--- config.mk ---
export PLATFORM = sky130hd
export DESIGN_NAME = fpu_norm_pack
export DESIGN_NICKNAME = d
export VERILOG_FILES = /design/src/rtl/fpu_norm_pack.sv
export SDC_FILE = /design/constraint.sdc
export NUM_CORES = 1
export LEC_CHECK = 0
export CORE_MARGIN = 3
export CORE_UTILIZATION = 54
export DETAILED_ROUTE_END_ITERATION = 12
export MAX_ROUTING_LAYER = met4
export PLACE_DENSITY_LB_ADDON = 0.3
export SLEW_MARGIN = 20
export SYNTH_ARGS = -nofsm -noshare
export SYNTH_HDL_FRONTEND = slang
export SYNTH_SLANG_ARGS = --single-unit
--- constraint.sdc ---
create_clock -name clk_i -period 3.6 [get_ports clk_i]
set_clock_uncertainty 0.2 [all_clocks]
set_input_delay 0.36 -clock clk_i [delete_from_list [all_inputs] [get_ports clk_i]]
set_output_delay 0.36 -clock clk_i [all_outputs]
set_load 0.01 [all_outputs]
--- src/rtl/fpu_norm_pack.sv ---
// ---------------------------------------------------------------------------
// fpu_norm_pack
//   Final stage of a single-precision adder. It takes the unnormalized sum from
//   the adder stage, normalizes it one bit per cycle (right shift with
//   round-to-nearest-even on carry-out, left shift on cancellation), then packs
//   it into an IEEE-754 single. Special cases flagged by the adder stage bypass
//   normalization and produce a fixed encoding directly.
//
// Ports
//   clk_i        rising-edge clock
//   rst_ni       asynchronous active-low reset
//   add_i        {sign[33], exp[32:25], man[24:0]}; man[24] carry, man[23] hidden
//   exception_i  special-case code, 0 = normal operand
//   valid_i      add_i / exception_i valid (accepted only while ready_o = 1)
//   ready_o      block is idle and can accept an operand
//   result_o     packed IEEE-754 single (registered)
//   valid_o      result_o valid; held until ready_i = 1
//   ready_i      downstream accepts result_o
//   overflow_o   result saturated to infinity (qualified by valid_o)
//   zero_o       result is +0 (qualified by valid_o)
// ---------------------------------------------------------------------------
module fpu_norm_pack (
  input  logic        clk_i,
  input  logic        rst_ni,
  input  logic [33:0] add_i,
  input  logic [2:0]  exception_i,
  input  logic        valid_i,
  output logic        ready_o,
  output logic [31:0] result_o,
  output logic        valid_o,
  input  logic        ready_i,
  output logic        overflow_o,
  output logic        zero_o
);

  typedef enum logic [1:0] {
    IDLE = 2'd0,
    NORM = 2'd1,
    PACK = 2'd2,
    DONE = 2'd3
  } state_e;

  // Worst legitimate operand needs 24 NORM cycles (23 left shifts + exit);
  // the 25th cycle is forced to PACK so a corrupted mantissa cannot stall us.
  localparam logic [4:0] NORM_LAST_CNT = 5'd24;

  localparam logic [31:0] POS_INF = 32'h7F80_0000;
  localparam logic [31:0] NEG_INF = 32'hFF80_0000;
  localparam logic [31:0] QNAN    = 32'h7FC0_0000;

  state_e      state_r, state_s;
  logic        sign_r,  sign_s;
  logic [9:0]  exp_r,   exp_s;
  logic [24:0] man_r,   man_s;
  logic [4:0]  cnt_r,   cnt_s;
  logic [31:0] result_r, result_s;
  logic        ovf_r,   ovf_s;
  logic        zero_r,  zero_s;

  // Fixed encoding for a special-case code from the adder stage.
  function automatic logic [31:0] exc_result(input logic [2:0] code);
    logic [31:0] r;
    case (code)
      3'b010:  r = POS_INF;
      3'b011:  r = NEG_INF;
      default: r = QNAN;
    endcase
    return r;
  endfunction

  // Shift right by one; round-to-nearest-even on the single dropped bit.
  // A carry back into bit 24 is left for the next NORM cycle to handle.
  function automatic logic [24:0] shift_round(input logic [24:0] man);
    logic [24:0] sh;
    sh = {1'b0, man[24:1]};
    if (man[0] && sh[0]) begin
      sh = sh + 25'd1;
    end else begin
      sh = sh;
    end
    return sh;
  endfunction

  // Pack a normalized value: returns {overflow, zero, result}.
  function automatic logic [33:0] pack_result(input logic        sign,
                                              input logic [9:0]  exp,
                                              input logic [24:0] man);
    logic [33:0] r;
    if (man == 25'd0) begin
      r = {1'b0, 1'b1, 32'h0000_0000};
    end else if (exp >= 10'd255) begin
      r = {1'b1, 1'b0, sign, 8'hFF, 23'd0};
    end else if (!man[23]) begin
      // Hidden bit still clear means exp bottomed out at 1: denormal.
      r = {1'b0, 1'b0, sign, 8'h00, man[22:0]};
    end else begin
      r = {1'b0, 1'b0, sign, exp[7:0], man[22:0]};
    end
    return r;
  endfunction

  // Next-state and datapath update; everything holds unless a branch changes it.
  always_comb begin
    state_s  = state_r;
    sign_s   = sign_r;
    exp_s    = exp_r;
    man_s    = man_r;
    cnt_s    = cnt_r;
    result_s = result_r;
    ovf_s    = ovf_r;
    zero_s   = zero_r;

    case (state_r)
      IDLE: begin
        if (valid_i) begin
          sign_s = add_i[33];
          // Exponent 0 carries the same scale as exponent 1 (denormal range).
          exp_s  = (add_i[32:25] == 8'd0) ? 10'd1 : {2'b00, add_i[32:25]};
          man_s  = add_i[24:0];
          cnt_s  = 5'd0;
          if (exception_i != 3'd0) begin
            state_s  = DONE;
            result_s = exc_result(exception_i);
            ovf_s    = 1'b0;
            zero_s   = 1'b0;
          end else begin
            state_s = NORM;
          end
        end else begin
          state_s = IDLE;
        end
      end

      NORM: begin
        cnt_s = cnt_r + 5'd1;
        if (man_r == 25'd0) begin
          state_s = PACK;
        end else if (cnt_r == NORM_LAST_CNT) begin
          state_s = PACK;
        end else if (man_r[24]) begin
          man_s   = shift_round(man_r);
          exp_s   = exp_r + 10'd1;
          state_s = NORM;
        end else if (!man_r[23] && (exp_r > 10'd1)) begin
          man_s   = {man_r[23:0], 1'b0};
          exp_s   = exp_r - 10'd1;
          state_s = NORM;
        end else begin
          state_s = PACK;
        end
      end

      PACK: begin
        {ovf_s, zero_s, result_s} = pack_result(sign_r, exp_r, man_r);
        state_s = DONE;
      end

      DONE: begin
        if (ready_i) begin
          state_s = IDLE;
        end else begin
          state_s = DONE;
        end
      end

      default: begin
        state_s = IDLE;
      end
    endcase
  end

  // State, operand and output registers; reset clears everything immediately.
  always_ff @(posedge clk_i or negedge rst_ni) begin
    if (!rst_ni) begin
      state_r  <= IDLE;
      sign_r   <= 1'b0;
      exp_r    <= 10'd0;
      man_r    <= 25'd0;
      cnt_r    <= 5'd0;
      result_r <= 32'h0000_0000;
      ovf_r    <= 1'b0;
      zero_r   <= 1'b0;
    end else begin
      state_r  <= state_s;
      sign_r   <= sign_s;
      exp_r    <= exp_s;
      man_r    <= man_s;
      cnt_r    <= cnt_s;
      result_r <= result_s;
      ovf_r    <= ovf_s;
      zero_r   <= zero_s;
    end
  end

  assign ready_o    = (state_r == IDLE);
  assign valid_o    = (state_r == DONE);
  assign result_o   = result_r;
  assign overflow_o = ovf_r;
  assign zero_o     = zero_r;

endmodule
---- Yosys cells after proc, flatten, opt, wreduce, memory -nomap -nowiden ----
Index checks and enable logic that the tools add are counted.
word-level totals
  register bits after elaboration ......... 77
  logic and storage cells ................. 75
operators by class
  add/sub/neg operators ................... 4
  $lt $le $gt $ge ......................... 2
  eq/ne operators ......................... 11
  multiplexer cells ....................... 35
  reductions and logical operators ........ 14
operators with widths
  kind                                                                count
  two-way mux 25 bit                                                  6
  case mux 32 bit (2 select lines)                                    2
  two-way mux 34 bit                                                  2
  two-way mux 32 bit                                                  2
  two-way mux 10 bit                                                  5
  case mux 25 bit (2 select lines)                                    1
  two-way mux 31 bit                                                  1
  adder 24 x 1 -> 25 bit, second input constant                       1
  zero test 25 bit                                                    1
  case mux 10 bit (2 select lines)                                    1
  two-way mux 2 bit                                                   7
  adder 10 x 1 -> 10 bit, second input constant                       1
  greater-or-equal comparator 10 x 8 -> 1 bit, second input constant  1
  > comparator 10 x 1 -> 1 bit, second input constant                 1
  case mux 5 bit (2 select lines)                                     1
  subtractor 10 x 1 -> 10 bit, second input constant                  1
  zero test 8 bit                                                     1
  two-way mux 8 bit                                                   1
  case mux 2 bit (4 select lines)                                     1
  equality test 3 x 2 -> 1 bit, second input constant                 2
  inequality test 2 bit, second input constant                        3
  adder 5 x 1 -> 5 bit, second input constant                         1
  equality test 5 bit, second input constant                          1
  two-way mux 5 bit                                                   1
  other kinds (15)                                                    21

---- Logic depth before layout (Yosys ltp) ----
Gate-level depths: netlist of the first run.
  depth after elaboration ................. 7
  depth in mapped cells ................... 9
  gate-level depth less buffers ........... 7

---- Worst setup path after synthesis of the first run ----
No wires, ideal clock.
  kind .................................... register to register
  start point ............................. register exp_r[3]
  end point ............................... register man_r[12]
  arrival ................................. 2.167 ns
  required time ........................... 3.275 ns
  slack ................................... 1.108 ns
  cell stages (with the launch flop) ...... 9
  path buffers ............................ 3
  cells stage by stage .................... dfrtp_1 buf_6 or3_1 buf_2 o41a_4 nor2_1 a21oi_1 buf_4 mux2_4
on the way
  word-level cells in the longest chain between the ends .. 4
RTL lines
  element                                 RTL line  source
  start: declaration                      53        logic [9:0] exp_r, exp_s;
  start signal: assignment                186       exp_r <= exp_s;
  > comparator 10 x 1 -> 1 bit            144       end else if (!man_r[23] && (exp_r > 10'd1)) begin
  logical AND 1 bit                       144
  inequality test 3 bit (no source line)  --
  AND reduction 5 bit (no source line)    --
  end signal: assignment                  187       man_r <= man_s;
  end: declaration                        54        logic [24:0] man_r, man_s;
No other way between the ends.
A chain may end at the register's enable or synchronous reset.

---- Worst setup path in the final report of the first run ----
  start point ............................. register man_r[1]
  end point ............................... register man_r[17]
on the way
  word-level cells in the longest chain between the ends .. 6
  elaborated cells on any way between the ends .. 10
  classes of those cells .................. 1 x add/sub; 1 x eq/ne; 5 x mux; 3 x reduce/logical
RTL lines
  element                                                             RTL line  source
  adder 24 x 1 -> 25 bit / logical AND 1 bit (equally long branches)  77, 76
  two-way mux 25 bit                                                  76        if (man[0] && sh[0]) begin
  two-way mux 25 bit                                                  140       end else if (man_r[24]) begin
  two-way mux 25 bit                                                  138       end else if (cnt_r == NORM_LAST_CNT) begin
  two-way mux 25 bit                                                  136       if (man_r == 25'd0) begin
  case mux 25 bit (2 select lines)                                    113       case (state_r)
Parallel ways exist; a longest one is shown, timed or not. The select of a mux whose other input is x is not followed.

==> impl_metrics.ini, run 1 <==
[critical_path]
critPathCaptureType = flop
worst-endpoint-required_ns = 3.70
crit_start = man_r[1]
rrSetupSlack_ns = 0.76
rr_startpoint = man_r[1]
cp.arrival_ns = 2.94
path_max_fanout = 11
reg2reg_depth = 5
setup.worst_path.end = man_r[17]
critPathKind = reg2reg
startpoint_type = flop
r2r-end = man_r[17]

[floorplanning]
initial_core_util = 0.571
rows = 33
die_area_mm2 = 0.0101
io_pins = 77
dieHeight_um = 100
coreArea_mm2 = 0.00842
die_w_um = 100

[layout]
diodes = 0
syn_to_final_growth_pct = 20.8
layout-drive-gt1-share = 0.102
fin_cells = 691
layout.nets = 629

[cts]
path_clk_slew_ns = 0.08
clk_path_buf_depth = 2
clockRootBuffer = clkbuf_8
h-tree-depth = 3
post_cts_buffers = 0
insertion_delay_ns = 0.36
cts_tree = yes
cts.sinks = 77
cts_inserted_buffers = 9

[placement]
placed_cells = 675
dpl_worst_slack_ns = 0.865
port_buffers = 76
gp_congestion = 0.938
hpwl_um = 9330

[logic_synthesis]
synth_area_mm2 = 0.00481
synth_top_cell_by_area = dfrtp_1
ys_ff_latch = 77
synth_cell_type_count = 70
synth_edf_count = 0
synthFlopType = dfrtp_1
synth_top_area_share = 0.400
synth_async_sr_flop_share = 1.00
synth_nets = 581
synth_cells = 534
syn_area_per_cell_um2 = 9.01
yosys_warnings = 0
synth_area_leaders = dfrtp_1 (40%), a22o_1 (4.2%), a21oi_1 (3.5%)
ys_seq_area_frac = 0.400

[timing]
fmax_ghz = 0.352
hold_violations = 0
min_period_over_period = 0.789
fin_ws_ns = 0.758
report.final.slew_viol_count = 0
final-setup-viol-count = 0
period_needed_ns = 2.84
rsz0062_at_grt = no
tightestPinTransition_ns = 0.981
relSlewSlack = 0.346
tns_ns = 0

[run_status]
status = finished clean

[route]
wl_met3_um = 1470
drtAntennaViolNets = 0
m1WireLength_um = 5850
num_vias = 4708
drtPass1Iterations = 7
postRouteWirelength_um = 13600
drtIter0Drc = 495
top_layer = met4
via_per_inst = 6.81
met2_length_um = 6050
drc_errors = 0
avgRoutedWirePerCell_um = 19.7

[power_and_ir_drop]
power_density_mw_per_mm2 = 957
power_leakage_uw = 0.00237
vdd_drop_max_mv = 0.487

[grt]
antenna_found_initial = 0
grt_pass1_wl_um = 22500
grt_max_degree = 78
grt-ovfl-total = 0
grt_pass1_vias = 4404
grt_util_all_layers = 0.285

[job]
drv_cap = 0

[min_path]
hold_path.class = reg2reg
-- how the worst min path moves through the flow --
stage | startpoint | depth (start not counted) | slack (ns) | to
6_report | result_o[24] | 2 | 0.28 | result_o[24]
5_1_grt | result_o[25] | 2 | 0.31 | result_o[25]
4_1_cts | result_o[25] | 2 | 0.29 | result_o[25]
3_5_place_dp | result_o[25] | 2 | 0.27 | result_o[25]
3_3_place_gp | result_o[28] | 2 | 0.26 | result_o[28]
2_1_floorplan | rst_ni | 0 | -0.14 | cnt_r[0]
-- synth_stat cells, types with 3 or more instances --
| master | instances |
|---|---|
| dfrtp_1 | 77 |
| nand2_1 | 44 |
| clkbuf_1 | 36 |
| nor2_1 | 35 |
| a21oi_1 | 34 |
| o21ai_0 | 29 |
| a22o_1 | 23 |
| nand3_1 | 21 |
| a31oi_1 | 20 |
| nor4_1 | 16 |
| inv_1 | 13 |
| nand4_1 | 11 |
| o22ai_1 | 10 |
| mux2_4 | 9 |
| nor3_1 | 8 |
| o31ai_1 | 8 |
| xnor2_1 | 8 |
| buf_6 | 6 |
| ha_1 | 6 |
| or3_1 | 6 |
| a41oi_1 | 5 |
| and3_1 | 5 |
| and4_1 | 5 |
| nand2b_1 | 5 |
| or2_2 | 5 |
| xor2_1 | 5 |
| buf_1 | 4 |
| buf_2 | 4 |
| mux2i_1 | 4 |
| nor2b_1 | 4 |
| o211ai_1 | 4 |
| o22a_1 | 4 |
| o31a_1 | 4 |
| a21o_1 | 3 |
| a221oi_1 | 3 |
| a31o_2 | 3 |
| and2_1 | 3 |
| o221ai_1 | 3 |
-- worst max-delay path, stage by stage, from the launching register on --
cell and delay (ns):
dfrtp_1 0.58, nand3_1 0.41, nor4_2 0.87, a31oi_1 0.24
o31ai_1 0.30, mux2_4 0.18
-- cell families (layout without fill, tap and decap cells) --
logic type	after synthesis	count (layout)	synth area share
compound gates	181	181	0.267
xor+xnor	13	13	0.0237
mux	14	14	0.0387
fa+ha+maj	6	6	0.0156
simple gates	176	176	0.186
flops	77	77	0.400
buf+inv	67	119	0.0686
-- registers in the layout, summed over array words and instances (netlist names) --
register and count:
cnt_r 5, state_r 2, zero_o 1, result_o 32, man_r 25, exp_r 10
overflow_o 1, sign_r 1
-- power breakdown --
part           total, uW  switching, uW  internal [uW]  leakage, uW
logic               2820           1480           1340      0.00129
clock network        863            317            546     0.000130
registers           1880            621           1260     0.000946
total               5560           2420           3150      0.00237
-- cell type report --
type	instances	area, um2
flip-flops and latches	77	1930
fillers	674	2610
clock buffers	11	141
inverters	13	48.8
repair buffers	91	873
multi-input cells	390	2570
well taps	105	131
clock inverters	4	120
-- metal layers --
metal  global-route usage  vias to the layer above
li1                     -                     2103
met1                0.410                     2249
met2                0.409                      328
met3               0.0500                       28
met4               0.0953                        0
met5                    -                        -
-- cells in the final DEF (no fill, tap or decap), drive strengths merged, types with 7 or more instances in the layout --
cell type and n:
nand2 44, mux2 10, nor3 8, dfrtp 77
buf 15, inv 13, o21ai 31, or3 7
a31oi 20, nand4 11, nand3 21, nor4 17
a22o 25, clkdlybuf4s50 75, xnor2 8, a21oi 34
o22ai 10, nor2 35, clkbuf 11, o31ai 8
-- what timing repair did --
item / in CTS / in global routing
hold buffers: 1 / 0
hold endpoints to repair: 46 / 0
resized for setup: 0 / 0
-- per-stage QoR --
stage               utilization  hold WS [ns]  cell area (um2)  total power, uW
global placement          0.658         0.264             5540             4550
detailed placement        0.658         0.270             5540             4630
floorplan                     -        -0.136             4810             3720
finish                    0.690         0.283             5810             5560
CTS                       0.690         0.288             5810             5510
global route              0.690         0.310             5810             5910
Note: power is estimated with default switching activity, not from simulation.
==> inputs of run 2 (changes only) <==
- clock period: 3.6 -> 3 ns (I/O delays scaled with it)
==> impl_metrics.ini, run 2 (synthesis gave the netlist of run 1 again) <==
[timing]
min_period_over_period = 0.931
fin_ws_ns = 0.207
tightestPinTransition_ns = 1.01
fmax_ghz = 0.358
final-setup-viol-count = 0
hold_violations = 0
relSlewSlack = 0.330
report.final.slew_viol_count = 0
rsz0062_at_grt = no
period_needed_ns = 2.79
tns_ns = 0

[route]
num_vias = 4784
drtPass1Iterations = 5
drc_errors = 0
postRouteWirelength_um = 14300
drtIter0Drc = 532
drtAntennaViolNets = 0
avgRoutedWirePerCell_um = 19.9
via_per_inst = 6.64

[placement]
gp_congestion = 0.896
port_buffers = 76
dpl_worst_slack_ns = 0.242
hpwl_um = 9770
place_area_mm2 = 0.00575

[critical_path]
slowest_delay_ns = 0.55
critPathCaptureType = flop
reg2reg_depth = 6
rrSetupSlack_ns = 0.21
r2r-end = man_r[13]
critPathTopFamily = compound AO/OA/AOI/OAI gates
critPathKind = reg2reg
cp.arrival_ns = 2.84
path_max_fanout = 10
cp_slowest_cell = o311ai_1
crit_start = man_r[17]
path_cells = nor4_1, nand4_1, o311ai_1, buf_4, nand2_1, a221o_1
rr_startpoint = man_r[17]
cp_num_buf_inv = 1
worst-endpoint-required_ns = 3.05
startpoint_type = flop

[floorplanning]
die_area_mm2 = 0.0101
rows = 33
die_w_um = 100
dieHeight_um = 100
initial_core_util = 0.571
io_pins = 77
coreArea_mm2 = 0.00842

[layout]
syn_to_final_growth_pct = 24.5
fin_area_mm2 = 0.00599
most-common-layout-cells = dfrtp_1 (77), clkdlybuf4s50_1 (75), nand2_1 (44)
layout.nets = 657
final_common_cell = dfrtp_1
final.fill_count = 647
diodes = 0
layout-drive-gt1-share = 0.146
largest_register_ffs = 32

[power_and_ir_drop]
vdd_drop_max_mv = 0.519
power_density_mw_per_mm2 = 1130
power_leakage_uw = 0.00249

[min_path]
hold_path.class = reg2reg
min_path_cells = 2
min_to = result_o[26]
min-delay-start = result_o[26]

[job]
drv_cap = 0

[grt]
grt-ovfl-total = 0
grt_pass1_vias = 4631
grt_pass1_wl_um = 23100
antenna_found_initial = 0
grt_max_degree = 78
grt_util_all_layers = 0.295

[run_status]
status = finished clean

[cts]
cts_resized = 0
cts_tree = yes
clockRootBuffer = clkbuf_8
h-tree-depth = 3
cts_inserted_buffers = 9
insertion_delay_ns = 0.36
path_clk_slew_ns = 0.09
clk_path_buf_depth = 2
cts.sinks = 77
==> run 2: worst max-delay path by stage <==
| stage | to | slack, ns | cells after the start |
|---|---|---|---|
| after floorplan | man_r[12] | 0.51 | 8 |
| after global placement | exp_r[1] | 0.36 | 8 |
| after detailed placement | exp_r[1] | 0.24 | 8 |
| after CTS | exp_r[1] | 0.20 | 8 |
| after global routing | man_r[13] | 0.09 | 6 |
| final | man_r[13] | 0.21 | 6 |
==> run 2: per-layer routing <==
metal / global-route usage / wire length [um] / up-vias
li1: - / - / 2163
met1: 0.418 / 6460 / 2319
met2: 0.430 / 6390 / 268
met3: 0.0549 / 1190 / 34
met4: 0.0943 / 272 / 0
met5: - / 0 / -
==> run 2: tightest hold or removal path: cells and delay by family, from the launching register on <==
kind             cells  cell delay (ns)
flip-flops           1             0.35
AO/OA/AOI/OAI        1             0.06
AND/OR/NAND/NOR      1             0.05
==> run 2: final cells by class <==
| cell class | count | area, um2 | share of cell area |
|---|---|---|---|
| Multi-Input combinational cell | 390 | 2580 | 0.430 |
| Timing Repair Buffer | 119 | 1080 | 0.181 |
| Clock buffer | 9 | 124 | 0.0207 |
| Clock inverter | 7 | 98.8 | 0.0165 |
| Tap cell | 105 | 131 | 0.0219 |
| Sequential cell | 77 | 1930 | 0.322 |
| Inverter | 13 | 48.8 | 0.00814 |
==> run 2: stage by stage <==
| stage | cells | total power (uW) | util | hold slack (ns) |
|---|---|---|---|---|
| 2_1_floorplan | 534 | 4460 | - | -0.196 |
| 3_3_place_gp | 703 | 5710 | 0.683 | 0.262 |
| 3_5_place_dp | 703 | 5810 | 0.683 | 0.271 |
| 4_1_cts | 720 | 6720 | 0.710 | 0.280 |
| 5_1_grt | 720 | 7230 | 0.711 | 0.299 |
| 6_report | 720 | 6790 | 0.711 | 0.285 |
==> run 2: what timing repair did <==
action | 4_1_cts | 5_1_grt
setup buffers | 0 | 0
hold buffers | 1 | 0
hold endpoints to repair | 77 | 0
==> run 2: power by group <==
| part | internal [uW] | switching (uW) | total [uW] |
|---|---|---|---|
| Sequential | 1520 | 447 | 1960 |
| Combinational | 1800 | 2130 | 3930 |
| Clock | 474 | 427 | 902 |
==> inputs of run 3 (changes only) <==
- ABC_AREA: default -> 1
- CELL_PAD_IN_SITES_DETAIL_PLACEMENT: default -> 0
- CELL_PAD_IN_SITES_GLOBAL_PLACEMENT: default -> 1
- CORE_UTILIZATION: 54 -> 39
==> impl_metrics.ini, run 3 <==
[cts]
cts_resized = 0
clk_path_buf_depth = 2
clockRootBuffer = clkbuf_16
insertion_delay_ns = 0.34
path_clk_slew_ns = 0.06
cts_tree = yes
cts_inserted_buffers = 9
cts.sinks = 77
h-tree-depth = 3

[floorplanning]
die_w_um = 120
die_area_mm2 = 0.0145
coreArea_mm2 = 0.0127
dieHeight_um = 120
io_pins = 77
rows = 41
initial_core_util = 0.401

[logic_synthesis]
synth_compound_area_frac = 0.106
synth_nets = 808
ys_ff_latch = 77
synth_common_cells = nand2_1 (220), nand3_1 (140), dfrtp_1 (77)
syn_area_per_cell_um2 = 6.71
ys_seq_area_frac = 0.377
synth_area_mm2 = 0.00511
synth-xor-area-share = 0.00515
synthMuxAreaShare = 0
synth_area_leaders = dfrtp_1 (38%), nand2_1 (16%), nand3_1 (14%)
synth_top_area_share = 0.377
synth_adder_area_share = 0.0147
synth_top_family_by_area = simple AND/OR/NAND/NOR gates
synthFlopType = dfrtp_1
synth_cell_type_count = 36
synthSimpleGateAreaFrac = 0.406
synth_top_cell_by_area = dfrtp_1
synth_cells = 761
yosys_warnings = 0
yosysMostFrequentCell = nand2_1
synth_edf_count = 0
synth_async_sr_flop_share = 1.00

[grt]
grt_max_degree = 78
grt-ovfl-total = 0
antenna_found_initial = 0
grt_pass1_wl_um = 26000
grt_util_all_layers = 0.229
grt_pass1_vias = 5047

[route]
postRouteWirelength_um = 15600
drc_errors = 0
drtIter0Drc = 544
num_vias = 5274
drtPass1Iterations = 6
avgRoutedWirePerCell_um = 15.6
drtAntennaViolNets = 0
via_per_inst = 5.25

[layout]
largest_register_ffs = 32
layout-drive-gt1-share = 0.0804
fin_area_mm2 = 0.00636
diodes = 0
final_common_cell = nand2_1
layout.nets = 875
syn_to_final_growth_pct = 24.6
final.fill_count = 1331
most-common-layout-cells = nand2_1 (220), nand3_1 (140), dfrtp_1 (77)
fin_util = 0.500

[critical_path]
rrSetupSlack_ns = 0.27
path_max_fanout = 25
rr_startpoint = exp_r[0]
critPathCaptureType = flop
reg2reg_depth = 12
r2r-end = man_r[7]
cp.arrival_ns = 2.76
worst-endpoint-required_ns = 3.03
critPathKind = reg2reg
startpoint_type = flop

[timing]
tightestPinTransition_ns = 0.997
final-setup-viol-count = 0
rsz0062_at_grt = no
fin_ws_ns = 0.268
min_period_over_period = 0.911
relSlewSlack = 0.336
period_needed_ns = 2.73
hold_violations = 0
fmax_ghz = 0.366
report.final.slew_viol_count = 0

[placement]
dpl_worst_slack_ns = -0.0730
place_area_mm2 = 0.00601
gp_congestion = 0.887
hpwl_um = 10900
port_buffers = 76

[min_path]
min_to = sign_r
min-delay-start = sign_r
min_path_cells = 2
hold_path.class = reg2reg

[power_and_ir_drop]
vdd_drop_max_mv = 0.427
power_density_mw_per_mm2 = 1100
power_leakage_uw = 0.00297

[job]
drv_cap = 0

[run_status]
status = finished clean
## run 3: logic make-up (layout without fill, tap and decap cells)
family / count (synthesis) / in the layout
AO/OA/AOI/OAI: 93 / 93
XOR/XNOR: 3 / 3
adder cells (fa/ha/maj): 6 / 6
buffers and inverters: 115 / 186
flip-flops: 77 / 77
AND/OR/NAND/NOR: 467 / 468
## run 3: repair_timing
| item | CTS | global route |
|---|---|---|
| setup endpoints to repair | 20 | 0 |
| endpoints found under the hold margin | 77 | 0 |
| hold buffers | 1 | 0 |
| buffers inserted | 0 | 0 |
## run 3: how the worst max path moves through the flow
stage / cells past startpoint / slack (ns) / endpoint / startpoint
2_1_floorplan: 13 / 0.97 / man_r[21] / exp_r[0]
3_3_place_gp: 10 / 0.02 / man_r[6] / valid_i
3_5_place_dp: 10 / -0.07 / man_r[7] / valid_i
4_1_cts: 11 / 0.21 / man_r[23] / exp_r[0]
5_1_grt: 12 / 0.04 / man_r[6] / exp_r[0]
6_report: 12 / 0.27 / man_r[7] / exp_r[0]
## run 3: report_power, final
group	internal [uW]	total, uW	switching (uW)
Clock	753	1200	450
Combinational	1380	3810	2430
Sequential	1510	2010	495
Total	3650	7020	3370
## run 3: layout make-up
class / instances / area (um2) / share of cell area
inverters: 79 / 297 / 0.0466
well taps: 172 / 215 / 0.0338
flip-flops and latches: 77 / 1930 / 0.303
multi-input cells: 570 / 2720 / 0.428
repair buffers: 91 / 873 / 0.137
clock inverters: 5 / 83.8 / 0.0132
clock buffers: 11 / 243 / 0.0382
## run 3: per-stage QoR
stage          hold slack (ns)  TNS, ns  std cells  total power [uW]
4_1_cts                  0.288        0       1005              7020
2_1_floorplan           -0.196        0        761              4490
5_1_grt                  0.324        0       1005              7660
3_3_place_gp             0.278        0        987              5670
6_report                 0.282        0       1005              7020
3_5_place_dp             0.274    -1.17        987              5740
## run 3: routing by layer
metal	GRT usage	wire, um	vias up
met5	-	0	-
li1	-	-	2632
met2	0.331	6630	182
met3	0.0393	1170	16
met4	0.0503	176	0
met1	0.339	7650	2444
## run 3: critical path, cell delays in order, from the launching register on
cell and delay [ns]:
dfrtp_1 0.44, inv_1 0.14, ha_1 0.26, nand3_2 0.11, nand2_2 0.08, nand3_4 0.06
nand2_1 0.05, nand2_1 0.10, nor2_2 0.09, nor2_4 0.53, inv_2 0.34, nand2_1 0.15
nand2_1 0.06
==> edit, RTL diff (flow settings as in run 3) <==
Reset style: synchronous (`rst_ni`), changed in one clocked block. Comments in the files are not updated.
--- a/src/rtl/fpu_norm_pack.sv
+++ b/src/rtl/fpu_norm_pack.sv
@@ -172,3 +172,3 @@
   // State, operand and output registers; reset clears everything immediately.
-  always_ff @(posedge clk_i or negedge rst_ni) begin
+  always_ff @(posedge clk_i) begin
     if (!rst_ni) begin
Function: differs if rst_ni is asserted again (counterexample within 4 cycles, from zero or initial values and one cycle with rst_ni low); with rst_ni held inactive, the same outputs for 4 cycles.
==> edit against run 3 <==
  * Final area down 2.4%
  * Area after synthesis up 0.15%
  * Non-clock buffer count down 5
  * Worst setup slack better by 330 ps
  * Sequential share of layout area down 5.5 points
  * Via count up 6.0%
  * Sequential cell count unchanged
  * Total power down 17%
  * Routed wire length up 5.9%
  * Worst hold slack worse by 20 ps
  * Largest cell class unchanged
  * Largest power group unchanged
==> edit: results <==
[global_routing]
grt_pass1_wl_um = 27200
gr-usage-all-layers = 0.242
antenna_found_initial = 0
grt_max_degree = 36
grt_pass1_vias = 5465

[logic_synthesis]
synthTopCellsByArea = dfxtp_1 30%, nand2_1 19%, nand3_1 8.6%, a21oi_1 7.1%, nor2_1 6.8%
synth_common_cells = 263 x nand2_1, 92 x nor2_1, 88 x nand3_1
synth_fp_nets = 891
ys.flop_type = dfxtp_1
synthArstFlopShare = 0
yosysUniqueCellTypes = 42
yosys_warnings = 0
yosysSeqAreaShare = 0.301

[finish]
largest_reg_flops = 32
num_antenna_cells = 0
layout.nets = 941
layout-drive-gt1-share = 0.0745
nFillCells = 1398

[min_path]
hold_path_class = flip-flop to flip-flop

[clock_tree]
post_cts_buffers = 0
clk_pin_slew_ps = 70
h-tree-depth = 3
clockBufferDepth = 2
clk_latency_ps = 350
cts-root-buf = clkbuf_16
cts_buffers = 9
post_cts_resized = 0

[place]
io_buffers = 76
place_hpwl_um = 12400
gp_congestion = 0.936

[pwr]
vdd_drop_max_mv = 0.422
p_leak_nw = 2.52
power_switching_mw = 2.90

[route]
via_count = 5592
drtPass1Iterations = 6
drtIter0Drc = 394
drt-total-wl_um = 16600

[worst_setup_path]
arrival_ps = 2480
path_max_fanout = 27

[timing]
worst_pin_slew_ps = 533

[outcome]
status = complete, no violations
edit: cell count changes after synthesis, sizes merged, moves of 37 or more:
cell	before	now
dfxtp	0	77
nand3	142	88
nand2	221	274
nor2	64	101
dfrtp	77	0
a21oi	15	78
edit: metal layers:
metal | GRT usage | routed length (um) | vias to the layer above
li1 | - | - | 2835
met5 | - | 0 | -
met4 | 0.0885 | 287 | 0
met2 | 0.409 | 8240 | 138
met3 | 0.0384 | 785 | 25
met1 | 0.293 | 7240 | 2594
edit: power by group through the flow:
stage | Clock (mW) | Sequential, mW | Combinational (mW)
after CTS | 1.09 | 1.78 | 3.00
final | 1.07 | 1.78 | 2.98
after floorplan | 0 | 1.57 | 2.35
after global placement | 0 | 1.80 | 2.96
after global routing | 1.14 | 1.83 | 3.38
after detailed placement | 0 | 1.80 | 2.99
edit: critical path: stages (launching register included):
cell,delay (ps)
dfxtp_1,450
inv_1,160
ha_1,270
nand2_2,100
nand2_2,70
nand2_4,130
nand2_8,90
a21oi_4,160
nand2_4,120
nand2_4,280
nand3_1,120
a21oi_1,170
edit: cells by family after synthesis:
| family | share of synthesized area |
|---|---|
| flops | 0.301 |
| simple gates | 0.425 |
| fa+ha+maj | 0.0147 |
| buf+inv | 0.105 |
| compound gates | 0.153 |
| xor+xnor | 0.00171 |
edit: area by class of cell:
| type | count | area, um2 | share of cell area |
|---|---|---|---|
| multi-input combinational | 643 | 3040 | 0.490 |
| timing repair buffer | 86 | 836 | 0.135 |
| clock inverter | 7 | 58.8 | 0.00948 |
| inverter | 77 | 292 | 0.0470 |
| tap | 172 | 215 | 0.0347 |
| clock buffer | 9 | 225 | 0.0363 |
| sequential | 77 | 1540 | 0.248 |
edit: final timing paths:
path / slack, ps / to / cells after the start / startpoint
worst max-delay path: 590 / man_r[19] / 11 / exp_r[0]
worst min-delay path: 260 / result_o[0] / 2 / result_o[0]
worst max register to register: 590 / man_r[19] / 11 / exp_r[0]
worst min register to register: 260 / result_o[0] / 2 / result_o[0]
edit: through the flow:
| step | hold WS (ps) | cell area (um2) | setup slack [ps] | std cells | utilization |
|---|---|---|---|---|---|
| 3_5_place_dp | 253 | 5920 | 587 | 1055 | 0.465 |
| 4_1_cts | 263 | 6210 | 608 | 1071 | 0.488 |
| 2_1_floorplan | 238 | 5110 | 936 | 844 | - |
| 6_report | 262 | 6210 | 593 | 1071 | 0.488 |
| 3_3_place_gp | 251 | 5920 | 580 | 1055 | 0.465 |
| 5_1_grt | 287 | 6210 | 372 | 1071 | 0.488 |
